<file path="src/rtl/qdiv_pipe_hs.sv">
// Signed Q(WIDTH-FRAC).FRAC restoring divider, one quotient bit per clock, valid/ready on both sides.
// Define QDIV_ROUND_EN to compute one extra quotient bit and round half away from zero.
//
// state  | meaning
// IDLE   | in_ready high, waiting for operands
// DIVIDE | ITER restoring iterations, one per clock
// FIX    | sign correction, saturation, flag update
// HOLD   | out_valid high until out_ready
module qdiv_pipe_hs #(
   parameter int WIDTH = 32,
   parameter int FRAC  = 8
) (
   input  logic             clk,
   input  logic             reset_n,
   input  logic             in_valid,
   output logic             in_ready,
   input  logic [WIDTH-1:0] dividend,
   input  logic [WIDTH-1:0] divisor,
   output logic             out_valid,
   input  logic             out_ready,
   output logic [WIDTH-1:0] quotient,
   output logic             div_by_zero,
   output logic             overflow
);

   localparam int NW = WIDTH + FRAC;
`ifdef QDIV_ROUND_EN
   localparam int ITER = NW + 1;
`else
   localparam int ITER = NW;
`endif
   localparam int CW = $clog2(ITER + 1);

   localparam logic [WIDTH-1:0] MAXV   = {1'b0, {(WIDTH-1){1'b1}}};
   localparam logic [WIDTH-1:0] MINV   = {1'b1, {(WIDTH-1){1'b0}}};
   localparam logic [NW:0]      MAXPOS = {{(FRAC+1){1'b0}}, MAXV};
   localparam logic [NW:0]      MAXNEG = {{(FRAC+1){1'b0}}, MINV};

   typedef enum logic [1:0] {IDLE, DIVIDE, FIX, HOLD} state_t;

   state_t           state_q, state_d;
   logic [CW-1:0]    cnt_q, cnt_d;
   logic [ITER-1:0]  num_q, num_d;
   logic [WIDTH:0]   rem_q, rem_d;
   logic [WIDTH-1:0] dvs_q, dvs_d;
   logic             sign_q, sign_d;
   logic             neg_q, neg_d;
   logic             zdiv_q, zdiv_d;
   logic             in_ready_q, in_ready_d;
   logic             out_valid_q, out_valid_d;
   logic [WIDTH-1:0] quo_q, quo_d;
   logic             dbz_q, dbz_d;
   logic             ovf_q, ovf_d;

   logic [WIDTH-1:0] a_mag, b_mag;
   logic [WIDTH:0]   trial;
   logic             ge;
   logic [NW:0]      qr;

   always_comb begin
      a_mag = dividend[WIDTH-1] ? -dividend : dividend;
      b_mag = divisor[WIDTH-1]  ? -divisor  : divisor;
      trial = {rem_q[WIDTH-1:0], num_q[ITER-1]};
      ge    = rem_q[WIDTH] | (trial >= {1'b0, dvs_q});
`ifdef QDIV_ROUND_EN
      // LSB of num_q is the extra half-LSB bit; adding it rounds the magnitude
      qr    = {1'b0, num_q[ITER-1:1]} + {{NW{1'b0}}, num_q[0]};
`else
      qr    = {1'b0, num_q};
`endif
   end

   always_comb begin
      state_d     = state_q;
      cnt_d       = cnt_q;
      num_d       = num_q;
      rem_d       = rem_q;
      dvs_d       = dvs_q;
      sign_d      = sign_q;
      neg_d       = neg_q;
      zdiv_d      = zdiv_q;
      in_ready_d  = in_ready_q;
      out_valid_d = out_valid_q;
      quo_d       = quo_q;
      dbz_d       = dbz_q;
      ovf_d       = ovf_q;
      case (state_q)
         IDLE: begin
            if (in_valid) begin
               sign_d     = dividend[WIDTH-1] ^ divisor[WIDTH-1];
               neg_d      = dividend[WIDTH-1];
               zdiv_d     = (divisor == '0);
               dvs_d      = b_mag;
               num_d      = ITER'(a_mag) << (ITER - WIDTH);
               rem_d      = '0;
               cnt_d      = CW'(ITER);
               in_ready_d = 1'b0;
               state_d    = DIVIDE;
            end
         end
         DIVIDE: begin
            // num_q shifts numerator bits out the top and quotient bits in at the bottom
            rem_d = ge ? (trial - {1'b0, dvs_q}) : trial;
            num_d = {num_q[ITER-2:0], ge};
            cnt_d = cnt_q - 1'b1;
            if (cnt_q == CW'(1)) state_d = FIX;
         end
         FIX: begin
            if (zdiv_q) begin
               quo_d = neg_q ? MINV : MAXV;
               dbz_d = 1'b1;
               ovf_d = 1'b0;
            end else begin
               dbz_d = 1'b0;
               if (!sign_q && (qr > MAXPOS)) begin
                  quo_d = MAXV;
                  ovf_d = 1'b1;
               end else if (sign_q && (qr > MAXNEG)) begin
                  quo_d = MINV;
                  ovf_d = 1'b1;
               end else begin
                  quo_d = sign_q ? -qr[WIDTH-1:0] : qr[WIDTH-1:0];
                  ovf_d = 1'b0;
               end
            end
            out_valid_d = 1'b1;
            state_d     = HOLD;
         end
         HOLD: begin
            if (out_ready) begin
               out_valid_d = 1'b0;
               in_ready_d  = 1'b1;
               state_d     = IDLE;
            end
         end
         default: state_d = IDLE;
      endcase
   end

   always_ff @(posedge clk) begin
      if (!reset_n) begin
         state_q     <= IDLE;
         cnt_q       <= '0;
         num_q       <= '0;
         rem_q       <= '0;
         dvs_q       <= '0;
         sign_q      <= 1'b0;
         neg_q       <= 1'b0;
         zdiv_q      <= 1'b0;
         in_ready_q  <= 1'b1;
         out_valid_q <= 1'b0;
         quo_q       <= '0;
         dbz_q       <= 1'b0;
         ovf_q       <= 1'b0;
      end else begin
         state_q     <= state_d;
         cnt_q       <= cnt_d;
         num_q       <= num_d;
         rem_q       <= rem_d;
         dvs_q       <= dvs_d;
         sign_q      <= sign_d;
         neg_q       <= neg_d;
         zdiv_q      <= zdiv_d;
         in_ready_q  <= in_ready_d;
         out_valid_q <= out_valid_d;
         quo_q       <= quo_d;
         dbz_q       <= dbz_d;
         ovf_q       <= ovf_d;
      end
   end

   assign in_ready    = in_ready_q;
   assign out_valid   = out_valid_q;
   assign quotient    = quo_q;
   assign div_by_zero = dbz_q;
   assign overflow    = ovf_q;

endmodule

</file>
<file path="config.mk">
export PLATFORM = sky130hd
export DESIGN_NAME = qdiv_pipe_hs
export DESIGN_NICKNAME = d
export VERILOG_FILES = /design/src/rtl/qdiv_pipe_hs.sv
export SDC_FILE = /design/constraint.sdc
export NUM_CORES = 1
export LEC_CHECK = 0
export ABC_AREA = 1
export CORE_ASPECT_RATIO = 2
export CORE_UTILIZATION = 40
export DETAILED_ROUTE_END_ITERATION = 16
export SETUP_SLACK_MARGIN = 0.2
export SYNTH_ARGS = -nofsm -noshare
export SYNTH_HDL_FRONTEND = slang
export SYNTH_SLANG_ARGS = --single-unit
</file>
<file path="constraint.sdc">
create_clock -name clk -period 2.5 [get_ports clk]
set_clock_uncertainty 0.1 [all_clocks]
set_input_delay 0.75 -clock clk [delete_from_list [all_inputs] [get_ports clk]]
set_output_delay 0.75 -clock clk [all_outputs]
set_load 0.02 [all_outputs]
</file>
Yosys cells after proc, flatten, opt, wreduce, memory -nomap -nowiden

Index checks and enable logic that the tools add are counted.

ROM bits: 0
RAM bits: 0
Bits of input ports: 68
Memories: 0
Latch bits: 0
Register bits after elaboration: 152
Logic and storage cells: 70

Multipliers: 0
$add $sub $neg: 5
Reductions and logical operators: 13
Mux-type cells: 27
Shift-type cells: 0
Equal/unequal tests: 7
Order comparisons: 3
Bitwise logic cells: 2
Divide/modulo/power cells: 0

Operators with widths:

| operator               | count |
|---|---|
| $mux W32               | 7 |
| $neg A32 Y32           | 3 |
| $pmux W40 S2           | 1 |
| $mux W33               | 2 |
| $pmux W33 S2           | 1 |
| $gt A40 B31 Y1 const B | 1 |
| $gt A40 B32 Y1 const B | 1 |
| $mux W40               | 1 |
| $ge A33 B32 Y1         | 1 |
| $sub A33 B32 Y33       | 1 |
| $logic_not A32 Y1      | 1 |
| $pmux W6 S2            | 1 |
| $pmux W2 S4            | 1 |
| $mux W1                | 7 |
| $eq A6 B1 Y1 const B   | 1 |
| $mux W2                | 3 |
| $mux W6                | 1 |
| $ne A2 B2 Y1 const B   | 3 |
| $reduce_and A2 Y1      | 3 |
| $reduce_and A3 Y1      | 2 |
| $reduce_bool A2 Y1     | 3 |
| $sub A6 B1 Y6 const B  | 1 |
| $eq A2 B2 Y1 const B   | 2 |
| $pmux W1 S2            | 2 |
| 6 further kinds        | 7 |

Depth between registers and ports, before layout

Word-level depth: 5
Gate-level depth with buffers: 17
Gate-level depth less buffers: 17

Worst setup path before layout

No wires, ideal clock.

Path kind: input-to-reg
From: in divisor[0]
To: reg dvs_q[26]
Slack: 269 ps
Setup time: 115 ps
Stages: 10
Arrival time: 2015 ps
Path buffers: 0
Path through: inv_1 ha_1 nand3_1 nor3_2 nand4_1 nand2_1 nand2_1 xor2_1 o21ai_0 inv_1

Longest elaborated chain between the ends: 2

Ends and longest elaborated chain:

| item                   | line | source |
|---|---|---|
| start: declaration     | 18   | `input logic [WIDTH-1:0] divisor,` |
| $neg A32 Y32           | 62   | `b_mag = divisor[WIDTH-1] ? -divisor : divisor;` |
| $mux W32               | 62   |  |
| end signal: assignment | 160  | `dvs_q <= dvs_d;` |
| end: declaration       | 45   | `logic [WIDTH-1:0] dvs_q, dvs_d;` |

Every way passes these cells.
A chain may end at the register's enable or synchronous reset.

Worst setup path after layout

From: reg dvs_q[16]
To: reg rem_q[32]

Longest elaborated chain between the ends: 4

Ends and longest elaborated chain:

| item                   | line | source |
|---|---|---|
| $ge A33 B32 Y1         | 64   | `ge = rem_q[WIDTH] \| (trial >= {1'b0, dvs_q});` |
| $or A1 B1 Y1           | 64   |  |
| $mux W33 (*)           | 103  | `rem_d = ge ? (trial - {1'b0, dvs_q}) : trial;` |
| $pmux W33 S2 (*)       | 87   | `case (state_q)` |
| end signal: assignment | 159  | `rem_q <= rem_d;` |
| end: declaration       | 44   | `logic [WIDTH:0] rem_q, rem_d;` |

Every way passes the cells marked *; elsewhere a longest branch is shown, timed or not.

==> metrics.txt <==
status finished clean; diode count 0; Clk Latency, worst-skew pair roughly 0.45 ns; core outline area 28300 um^2; total gr overflow 0; Initial Util 0.409; Worst setup EP type flop; Yosys cell types 50; CP most frequent cell nand2_1; Post-Syn Area per Cell a little over 6 um^2; sequential share of power 0.192; hold crit path type flop to flop; Routed WL between 40000 and 50000 um; #FFs+latches synth 152; Area growth, synth to finish 40.8%; Post-route DRC 0; leading area contributor after synthesis dfxtp_1; share of synthesized flip-flops with an asynchronous set or reset 0; sequential share of the synthesized area 0.263; GPL Wtd Cong 0.984; DP Area 14400 um^2; Setup CP Type flop to flop; Main synth FF type dfxtp_1; syn_nets 2013; pwr dens ~1200 nW/um^2; root buffer cell clkbuf_16; CP arrival between 2 and 3 ns; number of hold buffers added after CTS 0; internal power of the cells just under 0.01 W; Max-Cap Viols 0; # port buffers between 100 and 150; fin crit period 2.32 ns; post-synth top area share 0.263; Post-Synthesis Cell Area 11600 um^2; Pleak approximately 7.8 nW; CP peak stage delay 0.34 ns; Post-synth EDFFs 0; drt via density 5.29; drt first pass iters 7; share of layout cells above drive strength 1 0.235; Logic pwr share 0.673; max frequency 0.431 GHz; final net count 2299; initial antenna violation count 0; slowest CP cell ha_4; reg-to-reg slack, setup 0.18 ns; CTS tree done; vias in the first global route 13200; post-DP HPWL between 30000 and 40000 um; worst-path cell chain inv_1 -> ha_4 -> nand2_4 -> nor2_4 -> nand2_2 -> nor2_4 -> nand4_4 -> nand2_4 -> nor2_8 -> nand2_8 -> clkbuf_16 -> nand2_1 -> nand2_1 -> nand2_1 -> a21oi_1; Final Slew Violations 0; Setup crit start kind flop; Max IR drop VDD 0.630 mV; wire length per cell 18.2 um; pin count of the biggest net entering global routing 47; worst hold stages 2; synth top area cells dfxtp_1 26%, nand2_1 17%, a21oi_1 8.4%; H-tree levels 4; measured slew at the worst slew-check pin 0.519 ns; Final period util 0.928; Final Setup Violations 0; Sink Count between 150 and 200; Psw roughly 0.0098 W; worst reg-to-reg path cell count 15; Crit Path Max Fanout 7; CTS Buf Count 17; Ys Warns 0; post-route cell area around 16000 um^2; clock share of power 0.135; top cell types by occurrence after synthesis 530 x nand2_1, 233 x inv_1, 194 x a21oi_1; via count 13500; Die ar. a little under 30000 um^2; most instantiated library cell after synthesis nand2_1; sw frac 0.500; Req. time, crit path 2.79 ns; initial drt markers 684; Cells after Synth 1903; Final Core Density 0.576; final count of hold timing violations 0; Worst slew margin 0.653; first-pass GRT wire length between 60000 and 70000 um; unrepaired setup endpoints after global routing yes; Worst-path clk slew 0.07 ns; FP Rows 87; Total Routing Usage GR 0.307; die height around 240 um; I/O pins 104; Clock Tree Buf Depth 2; Chip Width 122 um; Detail Route Antenna Nets 0
stage by stage:
stage / instances / setup TNS (ns) / power (W) / hold slack (ns) / setup WS (ns)
after global routing: 2558 / 0 / 0.0208 / 0.408 / 0.0574
after detailed placement: 2497 / -11.06 / 0.0152 / 0.372 / -0.442
after CTS: 2538 / 0 / 0.0181 / 0.384 / 0.152
after floorplan: 1903 / 0 / 0.0108 / 0.340 / 0.269
after global placement: 2497 / -9.87 / 0.0151 / 0.366 / -0.438
final: 2558 / 0 / 0.0195 / 0.379 / 0.181
layout by cell type (no fill, tap or decap), drive strengths merged, types with 7 or more instances in the layout:
cell type,count
a21oi,196
a31oi,22
buf,230
clkbuf,20
clkdlybuf4s50,55
clkinv,8
dfxtp,152
dlygate4sd2,15
dlymetal6s2s,33
ha,41
inv,254
nand2,544
nand3,121
nand3b,34
nand4,26
nor2,202
nor3,26
o211ai,25
o21ai,98
o21bai,7
or2,10
xnor2,18
xor2,39
worst max-delay path: cells and delay by family (launching register included):
family	cells	cell delay (ns)
AO/OA/AOI/OAI	1	0.14
adder cells (fa/ha/maj)	1	0.34
buffers and inverters	2	0.31
flip-flops	1	0.33
AND/OR/NAND/NOR	11	1.02
worst paths after layout:
path	start	end
setup reg to reg	dvs_q[16]	rem_q[32]
hold / removal	num_q[1]	num_q[1]
setup / recovery	dvs_q[16]	rem_q[32]
hold reg to reg	num_q[1]	num_q[1]
area by class of cell:
cell class / count / area, um^2
clock buffers: 17 / 425
clock inverters: 15 / 159
fillers: 2835 / 12000
inverters: 248 / 950
multi-input cells: 1432 / 8160
flip-flops and latches: 152 / 3080
well taps: 356 / 445
repair buffers: 336 / 3080
repair inverters: 2 / 12.5
sequential cells by signal, indices dropped and copies added, names as in the netlist:
| register | count |
|---|---|
| num_q | 40 |
| rem_q | 33 |
| dvs_q | 32 |
| quotient | 32 |
| cnt_q | 6 |
| state_q | 2 |
| div_by_zero | 1 |
| in_ready | 1 |
| neg_q | 1 |
| out_valid | 1 |
| overflow | 1 |
| sign_q | 1 |
| zdiv_q | 1 |
metal layers:
metal,wire length (um),vias up,share of wire,GRT usage
met5,0,-,0,0
li1,-,6753,-,-
met4,3990,0,0.086,0.243
met3,1430,167,0.031,0.0418
met2,26300,341,0.57,0.606
met1,14800,6279,0.32,0.261
cell families (layout without fill, tap and decap cells):
logic type                 count (synthesis)  count (layout)  share of synthesized area
buffers and inverters                    319             618                      0.110
and+or+nand+nor                          970             970                      0.367
xor gates and xnor gates                  57              57                     0.0431
DFF                                      152             152                      0.263
adders and majority gates                 42              42                     0.0460
AOI/OAI and AO/OA                        363             363                      0.171
power by group through the flow:
stage	Sequential (W)	Combinational, W	Clock, W
after floorplan	0.00378	0.00705	0
after global placement	0.00370	0.0114	0
after detailed placement	0.00371	0.0115	0
after CTS	0.00367	0.0118	0.00268
after global routing	0.00380	0.0142	0.00277
final	0.00374	0.0131	0.00264
timing repair:
action	CTS	global route
endpoints found under the hold margin	0	0
endpoints found under the setup margin	62	107
setup buffers	9	15
gates resized for setup	89	219
pin swaps	22	70
cloned	0	5
Power figures use the tool's default switching activity.
==> RTL edit: new RTL, same settings <==
The 4 states of `state_t` get a Gray code encoding in 2 bits.
--- a/src/rtl/qdiv_pipe_hs.sv
+++ b/src/rtl/qdiv_pipe_hs.sv
@@ -36,7 +36,7 @@
    localparam logic [NW:0]      MAXPOS = {{(FRAC+1){1'b0}}, MAXV};
    localparam logic [NW:0]      MAXNEG = {{(FRAC+1){1'b0}}, MINV};
 
-   typedef enum logic [1:0] {IDLE, DIVIDE, FIX, HOLD} state_t;
+   typedef enum logic [1:0] {IDLE = 2'b00, DIVIDE = 2'b01, FIX = 2'b11, HOLD = 2'b10} state_t;
 
    state_t           state_q, state_d;
    logic [CW-1:0]    cnt_q, cnt_d;
Behaviour: no difference found for any inputs over 10 cycles, from zero or initial values and one cycle with reset_n low; not proved beyond that.
==> RTL edit against the original RTL <==
  * Design area rose by 2.5%
  * Routed wire length up 2.3%
  * Power grew 24%
  * Non-clock buffer count is 21 lower
  * Setup slack got worse by 0.017 ns
  * Die area grew 2.8%
  * Final cell count up 2.4%
  * Sequential cell count unchanged
  * Synthesized area is 2.8% higher
  * Critical path type unchanged
  * Critical endpoint is now rem_q[19]
  * Largest power group unchanged
  * Highest routed layer is now met5
==> RTL edit: results (changes against the original RTL) <==
Parameter                              Value

Run status
  Result of the run    finished clean

Global routing
  Pin count of the biggest net entering global routing    51 (+8.5%)
  Global-route usage over all layers    31.5% (+0.81 points)
  Via count of the first global-routing pass    14000 (+6.3%)
  Number of antenna violations at the first check in global routing    2 (+2)
  Remaining global-route overflow    0 (unchanged)
  Global-route wire length before repair    71400 um (+4.0%)

Timing
  Pin slew with the least headroom to its limit    0.493 ns (-0.0260 ns)
  Slack of the critical path    0.164 ns (-0.0168 ns)

Layout
  Number of nets in the finished design    2349 (+2.2%)
  Final Non-Filler Cells    2620 (+2.4%)
  Fraction of final layout cells sized beyond drive strength 1    26.1% (+2.5 points)

Power
  Worst ir drop on vdd    1030 uV (+63%)
  Power in combinational cells    18.2 mW (+39%)
  Static power due to leakage    7.86 nW (+0.40%)
  Gate power share    75.2% (+7.9 points)
  Fraction of power spent switching nets    50.1% (about the same)
  Clock power frac    11.2% (-2.3 points)

Detailed routing
  WL/cell    18.1 um (about the same)
  Post-DR vias/cell    5.34 (+0.79%)
  Total iterations of the first detailed-routing run    5 (-2)
  Number of violations reported at the end of detailed-routing iteration 0    616 (-9.9%)

Setup path
  Critical path arrival    2.62 ns (about the same)
  Reg-to-reg startpoint    rem_q[5]
  Worst setup endpoint    rem_q[19]
  Max stage delay cell, worst path    dfxtp_2
  Top delay family on crit path    simple AND/OR/NAND/NOR gates
  Maximum fanout count along the critical path    4 (-3)

Synthesis
  Top area cells in the synthesized netlist    dfxtp_1, nand2_1, inv_1
  Top cell types by occurrence after synthesis    nand2_1, inv_1, a21oi_1, nand3_1, dfxtp_1
  Warnings, synthesis    0 (unchanged)
  Library cells used by synthesis    48 (-4.0%)
  Net count of the mapped netlist    2094 (+4.0%)
  Portion of the post-synthesis area used by sequential elements    25.6% (-0.72 points)
  Count of mapped cells out of synthesis    1988 (+4.5%)

Worst hold path
  Number of cells on the worst hold path    2 (unchanged)
  Source of the worst hold timing path    overflow
  Endpoint of the worst hold path    overflow

Clock network
  TritonCTS Buffers    17 (unchanged)
  Number of buffers on the longest clock path    2 (unchanged)

Placement
  Placer congestion estimate    1.02 (+3.5%)
  Number of placed instances with taps included    2549 (+2.1%)
  Detailed placement HPWL    36400 um (+2.1%)
  Worst slack at placement    -0.726 ns (-0.284 ns)
RTL edit: changes by cell type after synthesis, sizes merged, moves of 6 or more:
cell,before,now
nand3,121,190
inv,246,311
nand2,544,598
nor2,202,160
nand3b,34,6
o211ai,25,2
a22oi,0,18
o21ai,98,81
xnor2,18,28
xor2,39,30
and2,1,8
buf,22,28
o21bai,7,1
RTL edit: timing repair:
action | 4_1_cts | 5_1_grt
cloned | 1 | 2
gates resized for setup | 129 | 242
endpoints found under the setup margin | 56 | 73
hold buffers | 0 | 0
buffers inserted | 13 | 23
pin swaps | 38 | 88
RTL edit: per-layer routing:
metal	GRT usage [%]	up-vias	routed length (um)
met2	60.0	449	25800
li1	-	6850	-
met4	31.3	4	5300
met5	0	-	23
met1	25.6	6431	14400
met3	5.42	244	2000
RTL edit: layout make-up:
class,instances,area [um^2]
clock buffer,17,425
clock inverter,15,181
fill,2904,12700
inverter,313,1180
multi-input combinational,1444,8410
sequential,152,3100
tap,364,455
timing repair buffer,315,2970
RTL edit: worst min-delay path: stages, from the launching register on:
cell and delay, ns:
dfxtp_1 0.31, nand2_1 0.06, a21oi_1 0.05
RTL edit: stage by stage:
| stage | hold slack (ns) | cell area (um^2) |
|---|---|---|
| after global placement | 0.351 | 14500 |
| after detailed placement | 0.357 | 14500 |
| after CTS | 0.368 | 15800 |
| after floorplan | 0.343 | 11900 |
| final | 0.364 | 16700 |
| after global routing | 0.388 | 16700 |
RTL edit: kinds of logic after synthesis:
logic type	count (synthesis)	synth area share, %
and+or+nand+nor	1024	38.0
buffers and inverters	392	13.2
AOI/OAI and AO/OA	324	14.9
DFF	152	25.6
xor gates and xnor gates	58	4.27
adders and majority gates	38	4.06
